**config.mk**
```make
export PLATFORM = sky130hd
export DESIGN_NAME = mem_port_arbiter
export DESIGN_NICKNAME = d
export VERILOG_FILES = /design/src/rtl/mem_port_arbiter.sv
export SDC_FILE = /design/constraint.sdc
export NUM_CORES = 1
export LEC_CHECK = 0
export BUFFER_PORTS_ARGS = -buffer_cell sky130_fd_sc_hd__buf_2
export CAP_MARGIN = 10
export CORE_MARGIN = 5
export CORE_UTILIZATION = 25
export DETAILED_ROUTE_END_ITERATION = 7
export GPL_ROUTABILITY_DRIVEN = 0
export PLACE_DENSITY_LB_ADDON = 0.15
export SLEW_MARGIN = 15
export SYNTH_ARGS = -nofsm -noshare
export SYNTH_HDL_FRONTEND = slang
export SYNTH_SLANG_ARGS = --single-unit
```
**constraint.sdc**
```tcl
create_clock -name clk_i -period 1.7 [get_ports clk_i]
set_input_delay 0.255 -clock clk_i [delete_from_list [all_inputs] [get_ports clk_i]]
set_output_delay 0.255 -clock clk_i [all_outputs]
set_load 0.02 [all_outputs]
```
**src/rtl/mem_port_arbiter.sv**
```systemverilog
// Two-requester (fetch/data) arbiter onto a single shared memory port, with an
// ack watchdog. Define ARB_RR_EN for round-robin tie-break instead of fixed dm priority.
module mem_port_arbiter #(
    parameter int unsigned ADDR_W  = 32,
    parameter int unsigned DATA_W  = 32,
    parameter int unsigned TIMEOUT = 255
) (
    input  logic              clk_i,
    input  logic              rst_i,
    input  logic              if_req_i,
    input  logic [ADDR_W-1:0] if_addr_i,
    input  logic              if_flush_i,
    output logic [DATA_W-1:0] if_rdata_o,
    output logic              if_done_o,
    input  logic              dm_req_i,
    input  logic              dm_we_i,
    input  logic [ADDR_W-1:0] dm_addr_i,
    input  logic [DATA_W-1:0] dm_wdata_i,
    output logic [DATA_W-1:0] dm_rdata_o,
    output logic              dm_done_o,
    output logic              mem_req_o,
    output logic              mem_we_o,
    output logic [ADDR_W-1:0] mem_addr_o,
    output logic [DATA_W-1:0] mem_wdata_o,
    input  logic [DATA_W-1:0] mem_rdata_i,
    input  logic              mem_ack_i,
    output logic              if_stall_o,
    output logic              dm_stall_o,
    output logic              err_o
);

    localparam int unsigned CNT_W  = 8;
    localparam logic [CNT_W-1:0] TO_LIM = CNT_W'(TIMEOUT);

    typedef enum logic [1:0] {
        IDLE   = 2'd0,
        GNT_IF = 2'd1,
        GNT_DM = 2'd2
    } state_t;

    state_t           state;
    logic [CNT_W-1:0] wait_cnt;
    logic             if_flushed;
    logic             if_elig;
    logic             dm_elig;
    logic             pick_dm;
    logic             timeout_hit;

    // A requester is ignored in the cycle its done pulse is showing
    assign if_elig = if_req_i & ~if_done_o & ~if_flush_i;
    assign dm_elig = dm_req_i & ~dm_done_o;

    assign timeout_hit = (TO_LIM != '0) && (wait_cnt == TO_LIM - CNT_W'(1));

    assign if_stall_o = if_req_i & ~if_done_o;
    assign dm_stall_o = dm_req_i & ~dm_done_o;

`ifdef ARB_RR_EN
    logic last_dm;

    // Tie goes to whichever side was not granted last
    assign pick_dm = dm_elig & (~if_elig | ~last_dm);

    always_ff @(posedge clk_i) begin
        if (rst_i) begin
            last_dm <= 1'b0;
        end else if (state == IDLE && (dm_elig || if_elig)) begin
            last_dm <= pick_dm;
        end
    end
`else
    assign pick_dm = dm_elig;
`endif

    always_ff @(posedge clk_i) begin
        if (rst_i) begin
            state       <= IDLE;
            wait_cnt    <= '0;
            if_flushed  <= 1'b0;
            mem_req_o   <= 1'b0;
            mem_we_o    <= 1'b0;
            mem_addr_o  <= '0;
            mem_wdata_o <= '0;
            if_rdata_o  <= '0;
            dm_rdata_o  <= '0;
            if_done_o   <= 1'b0;
            dm_done_o   <= 1'b0;
            err_o       <= 1'b0;
        end else begin
            if_done_o <= 1'b0;
            dm_done_o <= 1'b0;
            case (state)
                IDLE: begin
                    wait_cnt   <= '0;
                    if_flushed <= 1'b0;
                    if (pick_dm) begin
                        state       <= GNT_DM;
                        mem_req_o   <= 1'b1;
                        mem_we_o    <= dm_we_i;
                        mem_addr_o  <= dm_addr_i;
                        mem_wdata_o <= dm_wdata_i;
                    end else if (if_elig) begin
                        state       <= GNT_IF;
                        mem_req_o   <= 1'b1;
                        mem_we_o    <= 1'b0;
                        mem_addr_o  <= if_addr_i;
                        mem_wdata_o <= '0;
                    end
                end
                GNT_IF: begin
                    // A flush seen at any point in the grant cancels the result
                    if (mem_ack_i) begin
                        state     <= IDLE;
                        mem_req_o <= 1'b0;
                        mem_we_o  <= 1'b0;
                        if (!(if_flushed || if_flush_i)) begin
                            if_rdata_o <= mem_rdata_i;
                            if_done_o  <= 1'b1;
                        end
                    end else if (timeout_hit) begin
                        state     <= IDLE;
                        mem_req_o <= 1'b0;
                        mem_we_o  <= 1'b0;
                        err_o     <= 1'b1;
                        if (!(if_flushed || if_flush_i)) begin
                            if_rdata_o <= '0;
                            if_done_o  <= 1'b1;
                        end
                    end else begin
                        wait_cnt <= wait_cnt + CNT_W'(1);
                        if (if_flush_i) begin
                            if_flushed <= 1'b1;
                        end
                    end
                end
                GNT_DM: begin
                    if (mem_ack_i) begin
                        state     <= IDLE;
                        mem_req_o <= 1'b0;
                        mem_we_o  <= 1'b0;
                        dm_done_o <= 1'b1;
                        if (!mem_we_o) begin
                            dm_rdata_o <= mem_rdata_i;
                        end
                    end else if (timeout_hit) begin
                        state      <= IDLE;
                        mem_req_o  <= 1'b0;
                        mem_we_o   <= 1'b0;
                        err_o      <= 1'b1;
                        dm_rdata_o <= '0;
                        dm_done_o  <= 1'b1;
                    end else begin
                        wait_cnt <= wait_cnt + CNT_W'(1);
                    end
                end
                default: begin
                    state     <= IDLE;
                    mem_req_o <= 1'b0;
                    mem_we_o  <= 1'b0;
                end
            endcase
        end
    end

endmodule
```
==> out/qor.csv, run 1 <==
metric,value,unit
sequential share of power,41.6,%
fmax,0.593,GHz
Post-Synthesis Cells,510,
Int Power,0.00630,W
Worst path top cell family by delay,compound AO/OA/AOI/OAI gates,
Syn Nets,651,
pre-CTS WS,-5.90,ps
Root Driver,clkbuf_16,
CP Max Fanout,8,
grt total ovfl,0,
initial antenna violation count,0,
# diodes,0,
DRT Wirelength,17600,um
WS Path Type,reg -> reg,
worst path arrival time,1990,ps
asr flop ratio synth,0,%
number of synthesized flops with an enable pin,0,
DIE HEIGHT,156,um
Tightest Pin Transition,354,ps
HPWL after DPL,12000,um
Starting Density,25.3,%
die area,24200,um^2
CTS tree,yes,
global-route track usage on met3,4.53,%
DRC,0,
syn_area_per_cell,10.4,um^2
Sw Ratio,29.3,%
Ys Warns,0,
hold_ws,62.6,ps
Clock power frac,40.9,%
Cell Pwr Density,1130,nW/um^2
final setup fails,0,
reg-to-reg setup timing slack,10,ps
Core Area,21000,um^2
port buffer count,269,
DR WL/cell,16.4,um
unrepaired setup endpoints after global routing,yes,
"Clk pin slew, worst setup/hold paths",70,ps
share of cells above drive strength 1,44.9,%
vias in the first global route,5174,
Layout Cells excl Fill,1076,
Post-DRT Antenna Nets,0,
# placed instances,1035,
routing usage on met1,15.4,%
Synth Flop Type,dfxtp_1,
sequential element share of the synthesized area,54.5,%
slowest cell delay on critical path,380,ps
PnR worst setup slack,14.9,ps
CTS Buf Count,17,
Setup crit start kind,flop,
CP max-delay cell,or3b_4,
Max Clock Skew,9.59,ps
htree depth,4,
clock latency on the worst-skew pair,410,ps
synth unique cells,44,
Setup crit end kind,flop,
DR iter-0 viols,142,
Area Growth Syn to Fin,49.5,%
Vias,4993,
design area,7910,um^2
worst-path cell chain,inv_2 -> ha_4 -> or3b_4 -> o21a_4 -> clkbuf_16 -> a22o_1,
Sw Pwr,0.00261,W
final hold vios,0,
WP buf/inv,2,
Pre-antenna DRT Iters,4,
grt peak-use layer,met2,
area post-placement,7110,um^2
first-pass GRT wire length,26800,um
routed vias/inst,4.64,
number of synthesized register bits,144,
minimum clock period,1690,ps
Lkg Pwr,3.77,nW
WP data required,2000,ps
largest net degree at the start of global routing,79,
Final #Nets,929,
Max VDD drop,600,uV
max-cap violation count,0,
Core Rows,53,
Filler Cell Count,2129,
Ports,270,
GRT Total Usage,13.6,%
Max Root-Sink Buffers,2,
Slew HR,76.4,%
clock sinks,144,
worst min-delay path category,in -> reg,
met2 GRT Util,24.2,%
Die X,156,um
cell area after synthesis,5290,um^2
final number of max-transition violations,0,
Gate power share,17.5,%
status,completed,
post-route setup TNS,0,ps
fin crit share,99.1,%
[what timing repair did]
action / 4_1_cts / 5_1_grt
cloned: 1 / 5
pin swaps: 1 / 37
endpoints found under the setup margin: 20 / 75
hold buffers: 0 / 0
buffers inserted: 2 / 1
endpoints found under the hold margin: 0 / 0
resized for setup: 2 / 15
[routing by layer]
metal	wire, um	vias up
met5	0	-
met4	230	0
met3	1280	15
met2	8970	166
met1	7160	2360
li1	-	2452
[synthesized netlist by cell type (2+ instances only)]
master	instances	area share, %
buf_2	16	1.5
mux2i_1	33	6.2
nor3_1	3	0.28
inv_1	6	0.43
nand4_1	2	0.24
nand3_1	7	0.66
a211oi_1	32	4.5
nor3b_1	2	0.28
o21ai_0	7	0.66
and2_1	3	0.35
nor4_1	2	0.24
nand2b_1	2	0.24
dfxtp_1	144	54
o21a_1	2	0.28
clkbuf_1	24	1.7
a22oi_1	32	4.5
nor2b_1	3	0.35
nand2_1	9	0.64
a22o_1	64	11
o21ai_1	2	0.19
a31oi_1	5	0.59
o211ai_1	2	0.28
nor2_1	72	5.1
or4_1	3	0.43
ha_1	6	1.4
a21oi_1	8	0.76
and3_1	2	0.24
[placed cells by master (no fill, tap or decap), types with 4 or more instances in the layout]
cell,n
clkinvlp_4,4
a211oi_1,32
nor2_1,71
nand3_1,7
buf_12,9
buf_4,18
a22o_1,64
buf_2,269
dfxtp_2,4
nand2_1,9
clkbuf_16,21
a21oi_1,8
inv_1,4
a22oi_1,32
dfxtp_1,140
a31oi_1,5
mux2i_1,33
inv_6,6
o21ai_0,6
ha_1,4
[worst register-to-register path, stage by stage (launching register included)]
cell	delay (ps)
dfxtp_2	320
inv_2	70
ha_4	140
or3b_4	380
o21a_4	280
clkbuf_16	180
a22o_1	210
[worst paths after layout]
path / startpoint / depth (start not counted) / to
setup / recovery: state[1] / 6 / if_rdata_o[25]
hold / removal: mem_rdata_i[4] / 2 / if_rdata_o[4]
setup reg to reg: state[1] / 6 / if_rdata_o[25]
hold reg to reg: dm_rdata_o[17] / 1 / dm_rdata_o[17]
[flip-flops by register name (all words and copies together), names as in the netlist, 2 cells and up]
register / flops
dm_rdata_o: 32
if_rdata_o: 32
mem_addr_o: 32
state: 2
wait_cnt: 8
mem_wdata_o: 32
[layout make-up]
cell class / count / area [um^2] / share of cell area [%]
repair buffers: 302 / 1810 / 22.9
inverters: 7 / 26.3 / 0.332
clock inverters: 15 / 149 / 1.88
clock buffers: 17 / 425 / 5.38
multi-input cells: 316 / 2270 / 28.7
flip-flops and latches: 144 / 2890 / 36.5
well taps: 275 / 344 / 4.35
[power groups by stage]
stage | registers (W) | logic [W] | clock network [W]
after global placement | 0.00377 | 0.00145 | 0
final | 0.00371 | 0.00156 | 0.00365
after floorplan | 0.00403 | 0.000583 | 0
after global routing | 0.00373 | 0.00170 | 0.00393
after CTS | 0.00370 | 0.00149 | 0.00377
after detailed placement | 0.00377 | 0.00147 | 0
[through the flow]
step                      total power [W]  utilization [%]
after floorplan                   0.00462                -
after global placement            0.00522             33.9
after detailed placement          0.00524             33.9
after CTS                         0.00896             36.9
after global routing              0.00936             37.8
final                             0.00891             37.8
[logic make-up (layout without fill, tap and decap cells)]
| family | count (synthesis) | in the layout | share of synthesized area, % |
|---|---|---|---|
| buffers and inverters | 50 | 341 | 4.16 |
| DFF | 144 | 144 | 54.5 |
| adders and majority gates | 6 | 6 | 1.42 |
| muxes | 33 | 33 | 6.24 |
| AOI/OAI and AO/OA | 163 | 163 | 24.0 |
| and+or+nand+nor | 114 | 114 | 9.67 |
(Power assumes the default switching activity.)
==> run 2: changes to the inputs <==
BUFFER_PORTS_ARGS = -buffer_cell sky130_fd_sc_hd__buf_4   (was -buffer_cell sky130_fd_sc_hd__buf_2)
CORE_MARGIN = 4   (was 5)
==> run 2 against run 1 <==
Net effect: the flow now finishes with violations (setup timing); sequential power barely moved; hold slack better by 1.5 ps; clock skew down 1.1 ps; largest cell class unchanged; core utilization rose by 3.8 points; register-to-register slack got worse by 20 ps; setup slack lost 18 ps; cell area increased by 8.0%; largest power group is now the clock network.
==> out/qor.csv, run 2 (same netlist as run 1, synthesis figures left out) <==
metric,value,unit
status,"finished, violations left",
failing checks,setup timing,
PnR worst setup slack,-2.77,ps
Ports,270,
Cell Pwr Density,1090,nW/um^2
worst path arrival time,2000,ps
Root Driver,clkbuf_16,
initial antenna violation count,0,
Max Root-Sink Buffers,2,
port buffer count,269,
Vias,5020,
hold path cells,2,
CTS Buf Count,17,
Max Clock Skew,8.51,ps
Pre-antenna DRT Iters,4,
Final #Nets,925,
worst min-delay path category,in -> reg,
GRT Total Usage,14.0,%
hold path startpoint,mem_rdata_i[4],
Tightest Pin Transition,326,ps
die area,23600,um^2
Area Growth Syn to Fin,61.4,%
clock sinks,144,
length in cells of the worst reg-to-reg path,6,
Starting Density,25.7,%
slowest cell delay on critical path,390,ps
DRC,0,
clock latency on the worst-skew pair,410,ps
Core Rows,52,
DIE HEIGHT,154,um
Worst path top cell family by delay,compound AO/OA/AOI/OAI gates,
worst-path cell chain,inv_2 -> ha_4 -> or3b_4 -> o21a_4 -> clkbuf_16 -> a22o_1,
htree depth,4,
"Clk pin slew, worst setup/hold paths",60,ps
Lkg Pwr,3.88,nW
"most common cell after layout, fill and taps aside",buf_4,
DR WL/cell,16.2,um
share of cells above drive strength 1,44.8,%
HPWL after DPL,12300,um
grt total ovfl,0,
Slew HR,77.9,%
final number of max-transition violations,0,
routed vias/inst,4.71,
fin crit share,100,%
hold_ws,64.1,ps
DR iter-0 viols,180,
WP buf/inv,2,
final setup fails,1,
WS Path Type,reg -> reg,
vias in the first global route,5196,
Core Area,20600,um^2
WP data required,1990,ps
unrepaired setup endpoints after global routing,yes,
CP Max Fanout,8,
Die X,154,um
final hold vios,0,
total power,0.00928,W
Filler Cell Count,2017,
minimum clock period,1700,ps
Setup crit end kind,flop,
largest net degree at the start of global routing,65,
pre-CTS WS,-58.7,ps
Max VDD drop,657,uV
launch point of the worst path,state[1],
Critical Path Stages,6,
most frequent cells in the layout,"buf_4, dfxtp_1, nor2_1, a22o_1, mux2i_1",
fmax,0.587,GHz
max-cap violation count,0,
area post-placement,7740,um^2
CP max-delay cell,or3b_4,
# diodes,0,
design area,8540,um^2
Post-DRT Antenna Nets,0,
first-pass GRT wire length,26900,um
Setup crit start kind,flop,
DRT Wirelength,17200,um
CTS tree,yes,
Reg-to-Reg Start,state[1],
run 2: worst register-to-register path: cells and delay by family, from the launching register on:
family          cells  cell delay [ps]
compound gates      2              480
simple gates        1              390
buf+inv             2              260
fa+ha+maj           1              140
flops               1              320
run 2: layout make-up:
class	instances	area, um^2	area share (%)
Tap cell	270	338	3.95
Clock buffer	18	429	5.02
Sequential cell	144	2890	33.8
Inverter	7	26.3	0.308
Multi-Input combinational cell	316	2280	26.7
Clock inverter	13	188	2.20
Timing Repair Buffer	298	2390	28.0
run 2: report_power, final:
part	switching, W	internal [W]
clock	0.00144	0.00246
combinational	0.000881	0.000799
sequential	0.000118	0.00360
run 2: routing by layer:
| metal | track usage (%) | vias to the layer above | part of all wire (%) |
|---|---|---|---|
| li1 | - | 2445 | - |
| met1 | 15.5 | 2377 | 39 |
| met2 | 24.7 | 175 | 52 |
| met3 | 5.26 | 23 | 7.4 |
| met4 | 4.54 | 0 | 2.0 |
| met5 | 0 | - | 0 |
run 2: timing repair:
item,CTS,global route
buffers inserted,1,2
hold buffers,0,0
pin swaps,0,30
endpoints found under the setup margin,31,71
gates resized for setup,4,16
cloned,1,3
run 2: path summary, 6_finish.rpt:
kind	endpoint	slack [ps]
setup / recovery	if_rdata_o[16]	-3
hold / removal	if_rdata_o[4]	60
setup reg to reg	if_rdata_o[16]	-3
hold reg to reg	dm_rdata_o[30]	470
run 2: stage by stage:
step | instances | TNS, ps | utilization (%)
global placement | 1028 | -13.4 | 37.6
floorplan | 510 | -1.29 | -
finish | 1066 | -2.77 | 41.5
global route | 1066 | -1330 | 41.5
detailed placement | 1028 | -147 | 37.6
CTS | 1061 | -4.24 | 40.9
